`config.mk`:
```
export PLATFORM = sky130hd
export DESIGN_NAME = pipe_addsub_flat
export DESIGN_NICKNAME = d
export VERILOG_FILES = /design/src/rtl/pipe_addsub_pkg.sv /design/src/rtl/pipe_addsub_if.sv /design/src/rtl/addsub_stage.sv /design/src/rtl/full_adder.sv /design/src/rtl/pipe_addsub.sv /design/src/flat_wrapper.sv
export SDC_FILE = /design/constraint.sdc
export NUM_CORES = 1
export LEC_CHECK = 0
export BUFFER_PORTS_ARGS = -buffer_cell sky130_fd_sc_hd__buf_4
export CAP_MARGIN = 10
export CORE_UTILIZATION = 54
export DETAILED_ROUTE_END_ITERATION = 10
export PLACE_DENSITY = 0.76
export SKIP_CTS_REPAIR_TIMING = 1
export SLEW_MARGIN = 0
export SYNTH_ARGS = -nofsm -noshare
export SYNTH_HDL_FRONTEND = slang
export SYNTH_HIERARCHICAL = 1
export SYNTH_SLANG_ARGS = --single-unit
```
`constraint.sdc`:
```
create_clock -name clk -period 3.4 [get_ports clk]
set_input_delay 0.68 -clock clk [delete_from_list [all_inputs] [get_ports clk]]
set_output_delay 0.68 -clock clk [all_outputs]
set_load 0.1 [all_outputs]
```
`src/rtl/pipe_addsub_pkg.sv`:
```
`default_nettype none
// ============================================================================
// Module      : pipe_addsub_pkg
// Description : Shared types and helpers for the pipelined adder/subtractor.
// Revision    : 1.0 - initial release
// ============================================================================
package pipe_addsub_pkg;

    // Widest operand the saturation helper can describe
    localparam int SAT_MAX_W = 64;

    // Operation select carried on the sub input
    typedef enum logic {
        OP_ADD = 1'b0,
        OP_SUB = 1'b1
    } op_e;

    // Width of one pipeline chunk
    function automatic int chunk_width(input int n, input int stages);
        return n / stages;
    endfunction

    // Largest positive (sign=0) or most negative (sign=1) n-bit signed value,
    // right-aligned in a SAT_MAX_W-bit word; callers cast down to n bits.
    function automatic logic [SAT_MAX_W-1:0] sat_value(input logic sign, input int n);
        logic [SAT_MAX_W-1:0] msb;
        msb = {{(SAT_MAX_W-1){1'b0}}, 1'b1} << (n - 1);
        return sign ? msb : (msb - {{(SAT_MAX_W-1){1'b0}}, 1'b1});
    endfunction

endpackage : pipe_addsub_pkg
`default_nettype wire

```
`src/rtl/pipe_addsub_if.sv`:
```
`default_nettype none
// ============================================================================
// Module      : pipe_addsub_if
// Description : Operand/result handshake bundle of pipe_addsub.
// Revision    : 1.0 - initial release
// ============================================================================
interface pipe_addsub_if #(
    parameter int N = 16
);
    logic         in_valid;
    logic         in_ready;
    logic [N-1:0] a;
    logic [N-1:0] b;
    logic         cin;
    logic         sub;
    logic         sat_en;
    logic         out_valid;
    logic         out_ready;
    logic [N-1:0] sum;
    logic         cout;
    logic         ovf;

    // Producer/consumer side
    modport master (
        output in_valid, a, b, cin, sub, sat_en, out_ready,
        input  in_ready, out_valid, sum, cout, ovf
    );

    // Arithmetic block side
    modport slave (
        input  in_valid, a, b, cin, sub, sat_en, out_ready,
        output in_ready, out_valid, sum, cout, ovf
    );
endinterface : pipe_addsub_if
`default_nettype wire

```
`src/rtl/addsub_stage.sv`:
```
`default_nettype none
// ============================================================================
// Module      : addsub_stage
// Description : W-bit ripple-carry chunk adder built from full_adder cells.
// Revision    : 1.0 - initial release
// ============================================================================
module addsub_stage #(
    parameter int W = 4
) (
    input  wire logic [W-1:0] a,
    input  wire logic [W-1:0] b,
    input  wire logic         ci,
    output logic      [W-1:0] s,
    output logic              co
);
    logic [W:0] w_carry;

    assign w_carry[0] = ci;

    for (genvar i = 0; i < W; i++) begin : g_bit
        full_adder u_fa (
            .a  (a[i]),
            .b  (b[i]),
            .ci (w_carry[i]),
            .s  (s[i]),
            .co (w_carry[i+1])
        );
    end

    assign co = w_carry[W];
endmodule : addsub_stage
`default_nettype wire

```
`src/rtl/full_adder.sv`:
```
`default_nettype none
// ============================================================================
// Module      : full_adder
// Description : One-bit full adder cell.
// Revision    : 1.0 - initial release
// ============================================================================
module full_adder (
    input  wire logic a,
    input  wire logic b,
    input  wire logic ci,
    output logic      s,
    output logic      co
);
    assign s  = a ^ b ^ ci;
    assign co = (a & b) | (ci & (a ^ b));
endmodule : full_adder
`default_nettype wire

```
`src/rtl/pipe_addsub.sv`:
```
`default_nettype none
// ============================================================================
// Module      : pipe_addsub
// Description : Pipelined N-bit adder/subtractor, one W-bit chunk per stage,
//               valid/ready backpressure, signed overflow and saturation.
// Revision    : 1.0 - initial release
// ============================================================================
module pipe_addsub
    import pipe_addsub_pkg::*;
#(
    parameter int N      = 16,
    parameter int STAGES = 4
) (
    input  wire logic     clk,
    input  wire logic     rst_n,
    pipe_addsub_if.slave  bus
);
    localparam int W = chunk_width(N, STAGES);

    if ((N < 2) || ((N % STAGES) != 0)) begin : g_param_check
        $error("pipe_addsub: N must be >= 2 and a multiple of STAGES");
    end

    // Per-stage inputs: index 0 is the conditioned operand beat, index k>0
    // is what stage k-1 registered. The sub flag is folded into bb and the
    // carry at entry, so only sat_en travels down the pipe.
    logic [N-1:0] w_a   [STAGES];
    logic [N-1:0] w_bb  [STAGES];
    logic [N-1:0] w_s   [STAGES];
    logic         w_c   [STAGES];
    logic         w_sat [STAGES];
    logic [STAGES-1:0] w_v;
    logic [STAGES:0]   w_adv;
    op_e               w_op;

    assign w_op     = op_e'(bus.sub);
    assign w_a[0]   = bus.a;
    assign w_bb[0]  = (w_op == OP_SUB) ? ~bus.b   : bus.b;
    assign w_c[0]   = (w_op == OP_SUB) ? ~bus.cin : bus.cin;
    assign w_s[0]   = '0;
    assign w_sat[0] = bus.sat_en;
    assign w_v[0]   = bus.in_valid;

    // Ready ripples backwards from the consumer; no skid buffer
    assign w_adv[STAGES] = bus.out_ready;
    assign bus.in_ready  = w_adv[0];

    for (genvar k = 0; k < STAGES; k++) begin : g_stage
        logic [W-1:0] w_chunk;
        logic         w_co;
        logic [N-1:0] w_sum_next;
        logic         r_valid;

        addsub_stage #(.W(W)) u_stage (
            .a  (w_a[k][k*W +: W]),
            .b  (w_bb[k][k*W +: W]),
            .ci (w_c[k]),
            .s  (w_chunk),
            .co (w_co)
        );

        // An empty stage always accepts, which collapses bubbles under stall
        assign w_adv[k] = !r_valid || w_adv[k+1];

        // Splice this stage's chunk into the running partial sum
        always_comb begin
            w_sum_next              = w_s[k];
            w_sum_next[k*W +: W]    = w_chunk;
        end

        // Stage occupancy: loads upstream valid whenever the stage advances
        always_ff @(posedge clk or negedge rst_n) begin
            if (!rst_n) begin
                r_valid <= 1'b0;
            end else if (w_adv[k]) begin
                r_valid <= w_v[k];
            end
        end

        if (k < STAGES - 1) begin : g_mid
            logic [N-1:0] r_a;
            logic [N-1:0] r_bb;
            logic [N-1:0] r_s;
            logic         r_c;
            logic         r_sat;

            // Skew and partial-result registers, captured on a real transfer
            always_ff @(posedge clk) begin
                if (w_adv[k] && w_v[k]) begin
                    r_a   <= w_a[k];
                    r_bb  <= w_bb[k];
                    r_s   <= w_sum_next;
                    r_c   <= w_co;
                    r_sat <= w_sat[k];
                end
            end

            assign w_a[k+1]   = r_a;
            assign w_bb[k+1]  = r_bb;
            assign w_s[k+1]   = r_s;
            assign w_c[k+1]   = r_c;
            assign w_sat[k+1] = r_sat;
            assign w_v[k+1]   = r_valid;
        end else begin : g_last
            logic         w_ovf;
            logic [N-1:0] w_sat_val;
            logic [N-1:0] r_sum;
            logic         r_cout;
            logic         r_ovf;

            // Same-sign operands giving a different-sign raw result overflow
            assign w_ovf     = (w_a[k][N-1] == w_bb[k][N-1]) &&
                               (w_sum_next[N-1] != w_a[k][N-1]);
            assign w_sat_val = N'(sat_value(w_a[k][N-1], N));

            // Result registers; held while the consumer stalls
            always_ff @(posedge clk or negedge rst_n) begin
                if (!rst_n) begin
                    r_sum  <= '0;
                    r_cout <= 1'b0;
                    r_ovf  <= 1'b0;
                end else if (w_adv[k] && w_v[k]) begin
                    r_sum  <= (w_sat[k] && w_ovf) ? w_sat_val : w_sum_next;
                    r_cout <= w_co;
                    r_ovf  <= w_ovf;
                end
            end

            assign bus.out_valid = r_valid;
            assign bus.sum       = r_sum;
            assign bus.cout      = r_cout;
            assign bus.ovf       = r_ovf;
        end
    end
endmodule : pipe_addsub
`default_nettype wire

```
`src/flat_wrapper.sv`:
```
// flat-port wrapper written by rule: the top's interface ports become plain ports
module pipe_addsub_flat import pipe_addsub_pkg::*;
#(
    parameter int N      = 16,
    parameter int STAGES = 4
)
  (clk, rst_n, bus_in_valid, bus_a, bus_b, bus_cin, bus_sub, bus_sat_en, bus_out_ready, bus_in_ready, bus_out_valid, bus_sum, bus_cout, bus_ovf);
  pipe_addsub_if #(.N(N)) bus_i ();
  input  wire logic clk;
  input  wire logic rst_n;
  input wire logic [$bits(bus_i.in_valid)-1:0] bus_in_valid;
  input wire logic [$bits(bus_i.a)-1:0] bus_a;
  input wire logic [$bits(bus_i.b)-1:0] bus_b;
  input wire logic [$bits(bus_i.cin)-1:0] bus_cin;
  input wire logic [$bits(bus_i.sub)-1:0] bus_sub;
  input wire logic [$bits(bus_i.sat_en)-1:0] bus_sat_en;
  input wire logic [$bits(bus_i.out_ready)-1:0] bus_out_ready;
  output wire logic [$bits(bus_i.in_ready)-1:0] bus_in_ready;
  output wire logic [$bits(bus_i.out_valid)-1:0] bus_out_valid;
  output wire logic [$bits(bus_i.sum)-1:0] bus_sum;
  output wire logic [$bits(bus_i.cout)-1:0] bus_cout;
  output wire logic [$bits(bus_i.ovf)-1:0] bus_ovf;
  assign bus_i.in_valid = bus_in_valid;
  assign bus_i.a = bus_a;
  assign bus_i.b = bus_b;
  assign bus_i.cin = bus_cin;
  assign bus_i.sub = bus_sub;
  assign bus_i.sat_en = bus_sat_en;
  assign bus_i.out_ready = bus_out_ready;
  assign bus_in_ready = bus_i.in_ready;
  assign bus_out_valid = bus_i.out_valid;
  assign bus_sum = bus_i.sum;
  assign bus_cout = bus_i.cout;
  assign bus_ovf = bus_i.ovf;
  pipe_addsub #(.N(N), .STAGES(STAGES)) u_core (.clk(clk), .rst_n(rst_n), .bus(bus_i));
endmodule
```
==> metrics.txt, run 1 <==
top cell type's share of synthesized area 60.8%; Power Total roughly 3.4 mW; Fillers 489; Cells after Synth ~190; Synth cell types 27; Hold Vio Cnt, Final 0; syn avg cell area 19.9 µm²; minimum clock period 3.03 ns; Net Count, Synth between 200 and 250; synth cell count leaders edfxtp_1, dfrtp_1, nand2_1, xor2_1, fa_1; vias in the first global route 1790; Most used DFF post-synth edfxtp_1; Die W 86.5 µm; Clock Latency Late Sink 0.34 ns; Finished Core Util 66.7%; area leader, netlist edfxtp_1; H-tree Lvls 3; critical path's slowest cell fa_1; area grow syn2layout 18.3%; Final #Nets 315; largest net degree at the start of global routing 31; sequential fraction of the synthesis area between 70% and 80%; via count 1755; CP Cell Sequence fa_1 -> fa_1 -> fa_1 -> fa_1 -> nand2_2 -> o311a_4 -> a2bb2oi_1; Placement Cell Area around 4400 µm²; status finished, final reports clean; Via-to-Cell Ratio 4.86; fmax 330 MHz; Row Count 30; DIE HEIGHT 86.5 µm; VDD IR-drop max 0.000290 V; # DRC 0; worst-path maximum fanout 15; ys async rst share 22.0%; GP Congestion 0.668; Initial Util a little under three fifths; root buffer cell clkbuf_8; Tot GR Track Use 16.1%; RSZ-0062 raised after global routing no; Detail Route Antenna Nets 0; Inserted Clock Buffers 9; Antenna diodes 0; top-count cell post-synth edfxtp_1; Post-Route Setup TNS 0 ns; power per cell area 745 nW/µm²; DRT iter0 DRCs 126; max_slew headroom 37.2%; Total Wirelength 5180 µm; CTS sink cnt 100; Final setup viols 0; Crit. End Element flop; cell mode on critical path fa_1; Crit Path Category flop to flop; worst slew pin tran 0.942 ns; Post-synth EDFFs 78; CTS tree done; Yosys Warn Count 6; final HPWL from detailed placement 3520 µm; fin area 4560 µm²; clk buf depth 2; CORE AREA 6830 µm²; ranking of synthesized cells by area edfxtp_1, dfrtp_1, fa_1, a2bb2oi_2, xor2_1; CP peak stage delay 0.58 ns; drt wl/cell approximately 14 µm; Worst setup SP type flop; io pins 59; clock-pin slew on the worst setup and hold paths 0.09 ns; Critical Path AT 3.29 ns; Worst Hold Slack 0.212 ns; WP data required 3.66 ns; total gr overflow 0; Tcrit/Tclk final 89.1%; initial antenna violation count 0; DP Worst Slack about 0.36 ns; skew final about 0.0074 ns; LEAKAGE 1.74 nW; Pre-Repair DR Iteration Count 4; Finished Layout Cells 361; #FFs+latches synth 100; PnR worst setup slack 0.371 ns; Port Buffers 58; first-pass GRT wire length approximately 9000 µm; max-cap viol count 0; Post-Syn Area 3850 µm²; layout cells sized above 1 ~33%; Placed Instances 344; Slew Limit Fails 0; Hold/Removal Path Class input port to async pin; die area ~7500 µm²
## per-layer routing
metal	GRT usage (%)	routed length (µm)	vias up	part of all wire, %
li1	-	-	840	-
met1	22.4	2290	865	44
met2	24.6	2680	44	52
met3	3.52	164	6	3.2
met4	7.73	45	0	0.87
met5	0	0	-	0
## report_power, final
group,internal [mW],total (mW),switching (mW)
combinational,0.302,1.10,0.798
clock,0.262,0.626,0.364
sequential,1.56,1.67,0.103
## kinds of logic (layout without fill, tap and decap cells)
logic type               count (synthesis)  in the layout  share of synthesized area, %
multiplexers                             1              1                         0.292
XOR/XNOR                                17             17                          3.87
flip-flops                             100            100                          75.1
buffers and inverters                    6             77                          1.43
AO/OA/AOI/OAI                           21             21                          6.53
AND/OR/NAND/NOR                         33             33                          4.45
adder cells (fa/ha/maj)                 16             16                          8.32
## cell usage in the layout, fill, tap and decap left out
cell type	instances
edfxtp_1	78
buf_4	60
dfrtp_1	22
xor2_1	17
nand2_1	17
fa_1	16
a2bb2oi_2	10
clkbuf_8	9
a2bb2oi_1	5
nand2b_1	4
and2_1	3
clkinv_1	2
clkbuf_1	2
a21oi_1	2
clkinvlp_4	1
clkinv_4	1
clkinv_2	1
nor2b_1	1
nand4_1	1
and2_2	1
nand3_1	1
nand2b_4	1
nand2_2	1
o311a_4	1
nand4b_1	1
o31ai_1	1
a31oi_2	1
mux2_1	1
nor2_1	1
nand3b_1	1
a31oi_1	1
buf_16	1
## worst max-delay path, delay by kind of cell, from the launching register on
kind,cells,cell delay [ns]
simple gates,1,0.08
fa+ha+maj,4,1.84
flops,1,0.41
compound gates,2,0.63
## cell type report
class	count	area (µm²)	area share (%)
tap	96	120	2.64
sequential	100	2890	63.5
multi-input combinational	88	905	19.9
clock inverter	5	28.8	0.632
timing repair buffer	61	478	10.5
clock buffer	11	131	2.88
## final timing paths
path | from | endpoint | slack, ns | cells after the start
worst max register to register | u_core/g_stage[2].g_mid.r_a[12] | u_core/bus.sum[4] | 0.37 | 7
worst min-delay path | rst_n | u_core/g_stage[0].r_valid | 0.21 | 1
min in group clk | u_core/g_stage[1].g_mid.r_s[1] | u_core/g_stage[2].g_mid.r_s[1] | 0.42 | 0
worst max-delay path | u_core/g_stage[2].g_mid.r_a[12] | u_core/bus.sum[4] | 0.37 | 7
worst min register to register | u_core/g_stage[1].g_mid.r_s[1] | u_core/g_stage[2].g_mid.r_s[1] | 0.42 | 0
max in group asynchronous | rst_n | u_core/bus.sum[5] | 2.96 | 1
## sequential cells by signal, indices dropped and copies added, names as in the netlist
register,flops
u_core/bus.sum,16
u_core/g_stage.g_mid.r_c,3
u_core/bus.ovf,1
u_core/g_stage.g_mid.r_a,24
u_core/bus.cout,1
u_core/g_stage.r_valid,3
u_core/g_stage.g_mid.r_sat,3
u_core/bus.out_valid,1
u_core/g_stage.g_mid.r_bb,24
u_core/g_stage.g_mid.r_s,24
No activity file was read; power rests on OpenSTA's default activity.
==> run 2: changes to the inputs <==
--- a/config.mk
+++ b/config.mk
@@ -7,9 +7,10 @@
 export LEC_CHECK = 0
 export BUFFER_PORTS_ARGS = -buffer_cell sky130_fd_sc_hd__buf_4
 export CAP_MARGIN = 10
-export CORE_UTILIZATION = 54
+export CORE_UTILIZATION = 56
+export CTS_CLUSTER_SIZE = 24
 export DETAILED_ROUTE_END_ITERATION = 10
-export PLACE_DENSITY = 0.76
+export PLACE_DENSITY = 0.79
 export SKIP_CTS_REPAIR_TIMING = 1
 export SLEW_MARGIN = 0
 export SYNTH_ARGS = -nofsm -noshare
==> metrics.txt, run 2 (same netlist as run 1, synthesis figures left out) <==
layout cells sized above 1 34.7%; cells on worst reg2reg path 7; Critical Path AT 3.30 ns; Die W 84.9 µm; clock-pin slew on the worst setup and hold paths ~0.090 ns; Detail Route Antenna Nets 0; Seq pwr share 46.7%; skew final about 0.0081 ns; final HPWL from detailed placement 3620 µm; clk buf depth 2; Port Buffers 58; WP data required between 3 and 4 ns; RR Startpoint u_core/g_stage[2].g_mid.r_a[12]; initial antenna violation count 0; first-pass GRT wire length 8850 µm; most frequent cells in the layout edfxtp_1, buf_4, dfrtp_1, xor2_1, nand2_1; minimum clock period 3.02 ns; largest net degree at the start of global routing 31; DIE HEIGHT 84.9 µm; CTS tree done; failing checks design-rule violations; total gr overflow 0; RR Endpoint u_core/bus.sum[3]; Total Wirelength 5360 µm; Clock Power Share 22.9%; biggest regs u_core/g_stage.g_mid.r_a x24, u_core/g_stage.g_mid.r_bb x24, u_core/g_stage.g_mid.r_s x24; Pre-Repair DR Iteration Count 9; commonest non-fill, non-tap cell in the layout edfxtp_1; PnR worst setup slack 0.376 ns; CORE AREA 6490 µm²; max_slew headroom between 30% and 40%; root buffer cell clkbuf_8; die area between 7000 and 8000 µm²; Clock Latency Late Sink 0.36 ns; Sw Ratio 36.4%; Tcrit/Tclk final 88.9%; net load switching power 1.30 mW; LEAKAGE 1.76 nW; Finished Core Util 70.4%; Slew Limit Fails 0; vias in the first global route 1792; power per cell area 782 nW/µm²; Hold Vio Cnt, Final 0; Post-Route Setup TNS 0 ns; Row Count 29; GP Congestion 0.685; status complete, but fails checks; Tot GR Track Use 16.9%; Crit. End Element flop; DRT iter0 DRCs ~120; Inserted Clock Buffers 9; Final #Nets 315; # DRC 3; fmax 331 MHz; worst-path maximum fanout 15; Comb power frac 30.5%; Hold/Removal Path Class input port to async pin; Antenna diodes 0; max-cap viol count 0; via count between 1500 and 2000; VDD IR-drop max 0.000332 V; Initial Util 59.3%; drt wl/cell 15.7 µm; DP Worst Slack approximately 0.35 ns; Worst setup SP type flop; Crit Path Category flop to flop; RSZ-0062 raised after global routing no; area grow syn2layout 18.8%; Worst Hold Slack 0.191 ns; Final setup viols 0; R2R setup slack roughly 0.38 ns; CTS sink cnt 100; Via-to-Cell Ratio around 5.2; H-tree Lvls 3; io pins 59; worst slew pin tran 0.977 ns; internal power 2.28 mW
[run 2: cell types whose count changed in the layout (fill, tap and decap cells not counted)]
cell / change
bufinv_16: +2
clkbuf_1: -2
clkinv_1: -2
buf_16: -1
buf_4: +1
clkinvlp_4: +1
inv_8: +1
[run 2: power groups by stage]
stage	combinational [mW]	clock, mW	sequential, mW
final	1.09	0.819	1.67
after global routing	1.15	0.885	1.69
after CTS	1.10	0.838	1.67
after detailed placement	1.10	0	1.70
after global placement	1.08	0	1.69
after floorplan	0.303	0	2.24
[run 2: metrics by stage]
step / total power, mW / instance area, µm² / instances
finish: 3.58 / 4580 / 342
CTS: 3.61 / 4580 / 342
global placement: 2.77 / 4350 / 326
floorplan: 2.54 / 3850 / 194
global route: 3.73 / 4580 / 342
detailed placement: 2.80 / 4350 / 326
[run 2: worst max path at each step]
stage,startpoint,endpoint,depth (start not counted)
floorplan,u_core/bus.out_valid,u_core/g_stage[0].g_mid.r_a[10],3
global placement,bus_sub,u_core/g_stage[0].g_mid.r_s[3],6
detailed placement,bus_sub,u_core/g_stage[0].g_mid.r_s[3],6
CTS,u_core/g_stage[2].g_mid.r_a[12],u_core/bus.sum[3],7
global route,u_core/g_stage[2].g_mid.r_a[12],u_core/bus.sum[3],7
finish,u_core/g_stage[2].g_mid.r_a[12],u_core/bus.sum[3],7
[run 2: critical path: stages, from the launching register on]
cell and delay, ns:
edfxtp_1 0.41, fa_1 0.45, fa_1 0.39, fa_1 0.40, fa_1 0.58, nand2_2 0.08
o311a_4 0.42, a2bb2oi_1 0.21
[run 2: final cells by class]
class | count | area [µm²]
sequential | 100 | 2890
fill | 399 | 1920
multi-input combinational | 88 | 905
timing repair buffer | 61 | 458
clock buffer | 9 | 124
clock inverter | 7 | 100
tap | 77 | 96.3
[run 2: routing by layer]
layer	vias up	wire [µm]	track usage (%)
met5	-	0	0
met4	0	85	7.86
met3	9	262	4.77
met2	61	2570	25.1
met1	869	2440	23.6
li1	847	-	-
